File: src/rtl/rf_writeback.sv
// rf_writeback: register-file writeback stage.
// Two result producers (ALU and load unit) each feed a one-entry buffer with a
// valid/ready handshake. A round-robin arbiter picks one full buffer per cycle.
// The granted entry is checked for legality and loaded into the output register.
// Load data is sign- or zero-extended from the registered raw word.
// Optional feature: define RF_WRITEBACK_RETIRE_CNT_EN to add a 64-bit count of grants (o_retire_cnt).
module rf_writeback #(
  parameter int XLEN    = 32,
  parameter int REGNO_W = 6
) (
  input  logic               i_clk,
  input  logic               i_rst,
  input  logic               i_alu_valid,
  output logic               o_alu_ready,
  input  logic [REGNO_W-1:0] i_alu_rd,
  input  logic [XLEN-1:0]    i_alu_dat,
  input  logic               i_lsu_valid,
  output logic               o_lsu_ready,
  input  logic [REGNO_W-1:0] i_lsu_rd,
  input  logic [XLEN-1:0]    i_lsu_word,
  input  logic [1:0]         i_lsu_off,
  input  logic [2:0]         i_lsu_funct3,
  output logic [XLEN-1:0]    o_rd_dat,
  output logic [REGNO_W-1:0] o_rd_no,
  output logic               o_write,
  output logic               o_illegal_rd,
`ifdef RF_WRITEBACK_RETIRE_CNT_EN
  output logic [63:0]        o_retire_cnt,
`endif
  output logic               o_misalign
);

  // Extract and extend the addressed byte/halfword of an aligned memory word.
  function automatic logic [XLEN-1:0] load_ext(input logic [XLEN-1:0] word,
                                               input logic [1:0] off,
                                               input logic [2:0] f3);
    logic [7:0]      b;
    logic [15:0]     h;
    logic [XLEN-1:0] r;
    case (off)
      2'd0:    b = word[7:0];
      2'd1:    b = word[15:8];
      2'd2:    b = word[23:16];
      2'd3:    b = word[31:24];
      default: b = word[7:0];
    endcase
    h = off[1] ? word[31:16] : word[15:0];
    case (f3)
      3'b000:  r = {{(XLEN-8){b[7]}}, b};
      3'b100:  r = {{(XLEN-8){1'b0}}, b};
      3'b001:  r = {{(XLEN-16){h[15]}}, h};
      3'b101:  r = {{(XLEN-16){1'b0}}, h};
      3'b010:  r = word;
      default: r = word;
    endcase
    return r;
  endfunction

  // Misalignment check; unknown load types are rejected the same way.
  function automatic logic load_misaligned(input logic [1:0] off, input logic [2:0] f3);
    logic m;
    case (f3)
      3'b000, 3'b100: m = 1'b0;
      3'b001, 3'b101: m = off[0];
      3'b010:         m = (off != 2'd0);
      default:        m = 1'b1;
    endcase
    return m;
  endfunction

  logic               alu_full_r;
  logic [REGNO_W-1:0] alu_rd_r;
  logic [XLEN-1:0]    alu_dat_r;
  logic               lsu_full_r;
  logic [REGNO_W-1:0] lsu_rd_r;
  logic [XLEN-1:0]    lsu_word_r;
  logic [1:0]         lsu_off_r;
  logic [2:0]         lsu_funct3_r;
  logic               rr_alu_r;     // 1: ALU wins next tie, 0: LSU wins next tie

  logic               grant_alu_s;
  logic               grant_lsu_s;
  logic               any_grant_s;
  logic [REGNO_W-1:0] sel_rd_s;
  logic [XLEN-1:0]    sel_dat_s;
  logic               sel_mis_s;
  logic               illegal_s;
  logic               write_s;
  logic               alu_acc_s;
  logic               lsu_acc_s;

  // Arbitration from buffer occupancy and round-robin pointer only.
  always_comb begin
    grant_alu_s = 1'b0;
    grant_lsu_s = 1'b0;
    if (alu_full_r && lsu_full_r) begin
      if (rr_alu_r) grant_alu_s = 1'b1;
      else          grant_lsu_s = 1'b1;
    end else if (alu_full_r) begin
      grant_alu_s = 1'b1;
    end else if (lsu_full_r) begin
      grant_lsu_s = 1'b1;
    end else begin
      grant_alu_s = 1'b0;
    end
  end

  assign any_grant_s = grant_alu_s | grant_lsu_s;
  // A granted buffer may refill on the same edge it drains.
  assign o_alu_ready = ~i_rst & (~alu_full_r | grant_alu_s);
  assign o_lsu_ready = ~i_rst & (~lsu_full_r | grant_lsu_s);
  assign alu_acc_s   = i_alu_valid & o_alu_ready;
  assign lsu_acc_s   = i_lsu_valid & o_lsu_ready;

  // Select the granted entry and evaluate legality of its write.
  always_comb begin
    sel_rd_s  = {REGNO_W{1'b0}};
    sel_dat_s = {XLEN{1'b0}};
    sel_mis_s = 1'b0;
    if (grant_alu_s) begin
      sel_rd_s  = alu_rd_r;
      sel_dat_s = alu_dat_r;
    end else if (grant_lsu_s) begin
      sel_rd_s  = lsu_rd_r;
      sel_dat_s = load_ext(lsu_word_r, lsu_off_r, lsu_funct3_r);
      sel_mis_s = load_misaligned(lsu_off_r, lsu_funct3_r);
    end else begin
      sel_mis_s = 1'b0;
    end
    illegal_s = any_grant_s & (|sel_rd_s[REGNO_W-1:5]);
    write_s   = any_grant_s & ~illegal_s & ~sel_mis_s & (sel_rd_s != {REGNO_W{1'b0}});
  end

  // Input buffers and round-robin pointer.
  always_ff @(posedge i_clk) begin
    if (i_rst) begin
      alu_full_r   <= 1'b0;
      alu_rd_r     <= {REGNO_W{1'b0}};
      alu_dat_r    <= {XLEN{1'b0}};
      lsu_full_r   <= 1'b0;
      lsu_rd_r     <= {REGNO_W{1'b0}};
      lsu_word_r   <= {XLEN{1'b0}};
      lsu_off_r    <= 2'd0;
      lsu_funct3_r <= 3'd0;
      rr_alu_r     <= 1'b0;
    end else begin
      if (alu_acc_s) begin
        alu_full_r <= 1'b1;
        alu_rd_r   <= i_alu_rd;
        alu_dat_r  <= i_alu_dat;
      end else if (grant_alu_s) begin
        alu_full_r <= 1'b0;
      end
      if (lsu_acc_s) begin
        lsu_full_r   <= 1'b1;
        lsu_rd_r     <= i_lsu_rd;
        lsu_word_r   <= i_lsu_word;
        lsu_off_r    <= i_lsu_off;
        lsu_funct3_r <= i_lsu_funct3;
      end else if (grant_lsu_s) begin
        lsu_full_r <= 1'b0;
      end
      if (alu_full_r && lsu_full_r) begin
        rr_alu_r <= ~rr_alu_r;
      end
    end
  end

  // Registered write port and drop-indication pulses.
  always_ff @(posedge i_clk) begin
    if (i_rst) begin
      o_write      <= 1'b0;
      o_rd_no      <= {REGNO_W{1'b0}};
      o_rd_dat     <= {XLEN{1'b0}};
      o_illegal_rd <= 1'b0;
      o_misalign   <= 1'b0;
    end else begin
      o_write      <= write_s;
      o_illegal_rd <= illegal_s;
      o_misalign   <= any_grant_s & sel_mis_s;
      if (any_grant_s) begin
        o_rd_no  <= sel_rd_s;
        o_rd_dat <= sel_dat_s;
      end
    end
  end

`ifdef RF_WRITEBACK_RETIRE_CNT_EN
  // Count every granted entry, legal or dropped; wraps naturally.
  always_ff @(posedge i_clk) begin
    if (i_rst) begin
      o_retire_cnt <= 64'd0;
    end else if (any_grant_s) begin
      o_retire_cnt <= o_retire_cnt + 64'd1;
    end
  end
`endif

endmodule

File: config.mk
export PLATFORM = sky130hd
export DESIGN_NAME = rf_writeback
export DESIGN_NICKNAME = d
export VERILOG_FILES = /design/src/rtl/rf_writeback.sv
export SDC_FILE = /design/constraint.sdc
export NUM_CORES = 1
export LEC_CHECK = 0
export BUFFER_PORTS_ARGS = -buffer_cell sky130_fd_sc_hd__buf_4
export CAP_MARGIN = 15
export CORE_MARGIN = 5
export CORE_UTILIZATION = 35
export DETAILED_ROUTE_END_ITERATION = 6
export PLACE_DENSITY = 0.62
export SYNTH_ARGS = -nofsm -noshare
export SYNTH_HDL_FRONTEND = slang
export SYNTH_SLANG_ARGS = --single-unit
File: constraint.sdc
create_clock -name i_clk -period 3.45 [get_ports i_clk]
set_clock_uncertainty 0.2 [all_clocks]
set_input_delay 0 -clock i_clk [delete_from_list [all_inputs] [get_ports i_clk]]
set_output_delay 0 -clock i_clk [all_outputs]
set_load 0.03 [all_outputs]
=== Word level (Yosys, flattened, before mapping) ===
Cells that the tools add are included.

* Register bits after elaboration: 125
* Bits of input ports: 85
* Output and inout bits: 43
* Word-level logic and storage cells: 69

* Equality and inequality tests: 7
* Mux-type cells: 21
* Bitwise gates (word level): 18
* Reductions and logical operators: 9

{| class="wikitable"
|+ Operators with widths
! kind !! count
|-
| one-hot mux 32 bit (4 select lines) || 1
|-
| 2-to-1 mux 32 bit || 2
|-
| one-hot mux 8 bit (4 select lines) || 1
|-
| 2-to-1 mux 16 bit || 1
|-
| 2-to-1 mux 1 bit || 13
|-
| 2-to-1 mux 6 bit || 2
|-
| AND 1 bit || 9
|-
| == test 3 bit, second input constant || 2
|-
| NOT 1 bit || 6
|-
| nonzero test 2 bit || 3
|-
| nonzero test 6 bit || 1
|-
| == test 2 bit, second input constant || 2
|-
| OR reduction 2 bit || 2
|-
| == test 3 x 1 -> 1 bit, second input constant || 1
|-
| == test 3 x 2 -> 1 bit, second input constant || 1
|-
| logical NOT 3 bit || 1
|-
| OR 1 bit || 3
|-
| one-hot mux 1 bit (3 select lines) || 1
|-
| == test 2 x 1 -> 1 bit, second input constant || 1
|-
| logical NOT 2 bit || 1
|-
| logical AND 1 bit || 1
|}

=== Depth between registers and ports, before layout ===
* Depth after elaboration: 10
* Gate-level depth with buffers: 7
* Depth with buffers taken out: 4

=== Worst setup path before layout ===
No wires, ideal clock.

* Kind: flip-flop to flip-flop
* Start: register alu_full_r
* End: register lsu_funct3_r[0]
* Library setup time: 0.113 ns
* Arrival: 1.711 ns
* Required time: 3.137 ns
* Setup slack: 1.426 ns
* Cell stages (with the launch flop): 7
* Path buffers: 2
* Period minus slack after synthesis: 2.024 ns
* Cell sequence: dfxtp_1 > buf_2 > a31oi_1 > nand2_1 > clkbuf_1 > nand3_1 > nand2_1

* Cells in the longest elaborated chain, start to end: 5
* Elaborated cells between the ends (all ways): 6
* Classes of those cells: mux: 2; bitwise: 3; reduce/logical: 1

{| class="wikitable"
|+ RTL lines
! what !! RTL line !! source
|-
| start, declared || 71 || <nowiki>logic alu_full_r;</nowiki>
|-
| start signal, assigned || 137 || <nowiki>alu_full_r <= 1'b0;</nowiki>
|-
| start signal, assigned || 148 || <nowiki>alu_full_r <= 1'b1;</nowiki>
|-
| start signal, assigned || 152 || <nowiki>alu_full_r <= 1'b0;</nowiki>
|-
| 2-to-1 mux 1 bit or logical AND 1 bit (tied branches) || 99, 96 ||
|-
| 2-to-1 mux 1 bit (*) || 96 || <nowiki>if (alu_full_r && lsu_full_r) begin</nowiki>
|-
| OR 1 bit (*) || 111 || <nowiki>assign o_lsu_ready = ~i_rst & (~lsu_full_r | grant_lsu_s);</nowiki>
|-
| AND 1 bit (*) || 111 ||
|-
| via o_lsu_ready || 18 || <nowiki>output logic o_lsu_ready,</nowiki>
|-
| AND 1 bit (*) || 113 || <nowiki>assign lsu_acc_s = i_lsu_valid & o_lsu_ready;</nowiki>
|-
| end signal, assigned || 159 || <nowiki>lsu_funct3_r <= i_lsu_funct3;</nowiki>
|-
| end, declared || 78 || <nowiki>logic [2:0] lsu_funct3_r;</nowiki>
|}

Mark *: on every way through the listed nets, which the timed path passes. The rest lies on a longest branch.
A chain may end at the register's enable or synchronous reset.

=== Final worst setup path ===
* Start: register alu_full_r
* End: register lsu_funct3_r[1]

* Cells in the longest elaborated chain, start to end: 5
* Elaborated cells between the ends (all ways): 6
* Classes of those cells: mux: 2; bitwise: 3; reduce/logical: 1

{| class="wikitable"
|+ RTL lines
! what !! RTL line
|-
| 2-to-1 mux 1 bit or logical AND 1 bit (tied branches) || 99, 96
|-
| 2-to-1 mux 1 bit (*) || 96
|-
| OR 1 bit (*) || 111
|-
| AND 1 bit (*) || 111
|-
| AND 1 bit (*) || 113
|}

Mark *: on every way between the ends. The rest lies on a longest branch, timed or not.

==> impl_results.md <==
- CP Data Required Time: 3.60 ns
- First-pass GRT wire length: between 20,000 and 30,000 um
- Pwr dens: 539.1 nW/um^2
- Clk Tree Root Cell: clkbuf_16
- List of most frequent post-synthesis cells: nand2_1 (186), dfxtp_1 (125), nand3_1 (43)
- CP max FO: 34
- H-tree levels: 4
- Clock power share: 44.1%
- Port Buffer Count: 127
- Worst Slack Setup Final: ~0.75 ns
- Gpl congestion: 0.8569
- Largest family of logic cells by synthesized area: simple AND/OR/NAND/NOR gates
- Area Growth Syn to Fin: 50.86%
- TNS Setup: 0 ns
- Outcome: finished, final reports clean
- Area after DPL: 6006 um^2
- Pre-antenna DRT Iters: 5
- Area leader, netlist: dfxtp_1
- Post-layout util: 54.14%
- Vias/cell: 5.058
- Multiplexer area fraction after synthesis: 2.252%
- Final Hold Fails: 0
- CP max-delay cell: dlygate4sd3_1
- Comb pwr share: 15.1%
- Area of the multi-input gates: approximately 2300 um^2
- Initial Utilization: a little over a third
- Mapped Area: 5001 um^2
- Path type of the worst min-delay path: input port to flip-flop
- Top post-synthesis cells by area: dfxtp_1 (50%), nand2_1 (14%), o221a_2 (6.5%)
- Clk Latency, worst-skew pair: 0.41 ns
- Final wirelength: 15,940 um
- GRT overflow: 0
- Yosys reg bits: 125
- # DRC: 0
- Synth Area in Simple Gates: 25.24%
- Share of the synthesized area in the top cell type: about half
- Register area share after synthesis: 50.04%
- Worst EP arrival: 2.85 ns
- IO Pins: 128
- P_int: 3.035 mW
- Post-synthesis adder-cell area fraction: 0%
- Fin. max-slew vios: 0
- Slew margin rel.: 34.04%
- Fin area: approximately 7500 um^2
- Netlist cell types: 44
- Ys Warns: 0
- VDD IR max: 0.3440 mV
- Slew @ Worst Pin: 0.9893 ns
- Placement Rows: 43
- Ant. Diodes: 0
- Final worst path period need: between 2 and 3 ns
- Vias in the first global route: between 4k and 5k
- # fillers: 1,230
- Max Clk Rate: 370.3 MHz
- Clk sinks: 125
- Largest net degree at the start of global routing: 99
- Setup violators final: 0
- Setup crit start kind: flip-flop
- FF/Latch Area: 2502 um^2
- Drt wl/cell: between 15 and 20 um
- Pre-CTS setup slack: 1.018 ns
- Lkg Pwr: 3.275 nW
- Commonest register cell after synthesis: dfxtp_1
- CTS tree: yes
- XOR/XNOR Fraction of Synth Area: 0%
- CP startpoint: alu_full_r
- RSZ-0062 raised after global routing: no
- Clk buf depth: 2
- Most frequent cell after synthesis: nand2_1
- Cts repair resizes: 0
- Core box area: ~14,000 um^2
- CP cell instances: a31oi_1 -> and2_1 -> buf_4 -> nand2_1 -> o31ai_1 -> dlygate4sd3_1
- CP Capture Type: flip-flop
- Final net count: 885
- Initial antenna violation count: 0
- FFs w/ async S/R, synth: 0%
- Die height: 129.5 um
- Post-DRT Antenna Nets: 0
- CP peak stage delay: between 0.5 and 0.6 ns
- NetSw: 1.033 mW
- Max-Cap Viols: 0
- Clock transition at path regs: 0.06 ns
- DRT iter0 DRCs: 313
- Number of synthesized flops with an enable pin: 0
- Syn avg cell area: just over 8 um^2
- Worst r2r src: alu_full_r
- Syn Nets: between 600 and 700
- Die footprint: 16,780 um^2
- Layout cells sized above 1: 24.72%
- Tcrit/Tclk final: 78.27%
- Total clock buffers created by CTS: 17
- Vias: 5,023
- Switch share: between 20% and 30%
- Hold_sp: i_lsu_word[19]
- Sequential Power Share: 40.8%
- Die width: 129.5 um
- Synth Area in Compound Gates: 18.09%
- Synthesized instance count: a little over 600
- Detailed placement HPWL: 10,600 um
- Path type of the worst setup path: flip-flop to flip-flop
- All-Layer GR Usage: 19.04%
-- cell usage in the layout, fill, tap and decap left out, types with 2 or more instances in the layout --
cell and instances:
nand2_1 186, buf_4 132, dfxtp_1 125, dlygate4sd3_1 91, nand3_1 43, o21ai_0 40, o221a_2 29, nor2_1 24
nor3_1 24, clkbuf_16 17, o22ai_1 16, nor2b_1 9, mux2i_1 9, a31oi_1 8, a21oi_1 8, clkbuf_8 6
nand2b_1 4, clkbuf_1 4, a22oi_1 3, and2_1 2, or2_2 2, mux2_2 2, bufinv_16 2, clkinv_2 2
-- final cells by class --
class,instances,share of cell area [%]
Timing Repair Buffer,224,25.57
Inverter,2,0.09950
Sequential cell,125,33.17
Multi-Input combinational cell,430,30.22
Clock buffer,27,6.932
Clock inverter,5,1.028
Tap cell,180,2.985
-- stage by stage --
stage                     hold slack (ns)  power (mW)  instances
after global placement           -0.01090       2.200        869
after CTS                          0.1007       4.075        992
final                              0.1133       4.067        993
after global routing               0.1242       4.216        993
after detailed placement         -0.01084       2.212        869
after floorplan                   -0.1011       1.984        604
-- power by group through the flow --
stage	sequential [mW]	clock (mW)	combinational, mW
after floorplan	1.73	0	0.257
after global placement	1.69	0	0.515
after detailed placement	1.69	0	0.525
after CTS	1.66	1.81	0.609
after global routing	1.67	1.88	0.669
final	1.66	1.79	0.614
-- final timing paths --
check | to | slack [ns] | cells past startpoint
hold / removal | lsu_word_r[19] | 0.11 | 4
setup / recovery | lsu_funct3_r[1] | 0.75 | 6
hold reg to reg | o_rd_no[0] | 0.25 | 2
setup reg to reg | lsu_funct3_r[1] | 0.75 | 6
-- worst max-delay path, delay by kind of cell (launching register included) --
family | cells | cell delay (ns)
and+or+nand+nor | 2 | 0.59
buffers and inverters | 2 | 1.00
DFF | 1 | 0.42
AOI/OAI and AO/OA | 2 | 0.43
-- flip-flops by register name, indices dropped and copies added, names as in the netlist, 2 cells and up --
signal,cells
alu_dat_r,32
lsu_off_r,2
lsu_word_r,32
o_rd_dat,32
o_rd_no,6
lsu_funct3_r,3
alu_rd_r,6
lsu_rd_r,6
-- cell families after synthesis --
group           Yosys count
simple gates            299
flops                   125
compound gates          120
buf+inv                  49
mux                      11
-- repair_timing --
action	CTS	global route
hold endpoints to repair	92	0
hold buffers	91	0
setup buffers	0	0
-- routing by layer --
| layer | GRT usage (%) | share of wire, % | vias to the layer above |
|---|---|---|---|
| met4 | 6.907 | 2.4 | 0 |
| met3 | 3.916 | 5.3 | 29 |
| met5 | 0 | 0 | - |
| li1 | - | - | 2494 |
| met2 | 31.16 | 47 | 153 |
| met1 | 24.97 | 45 | 2347 |
Power figures use the tool's default switching activity.
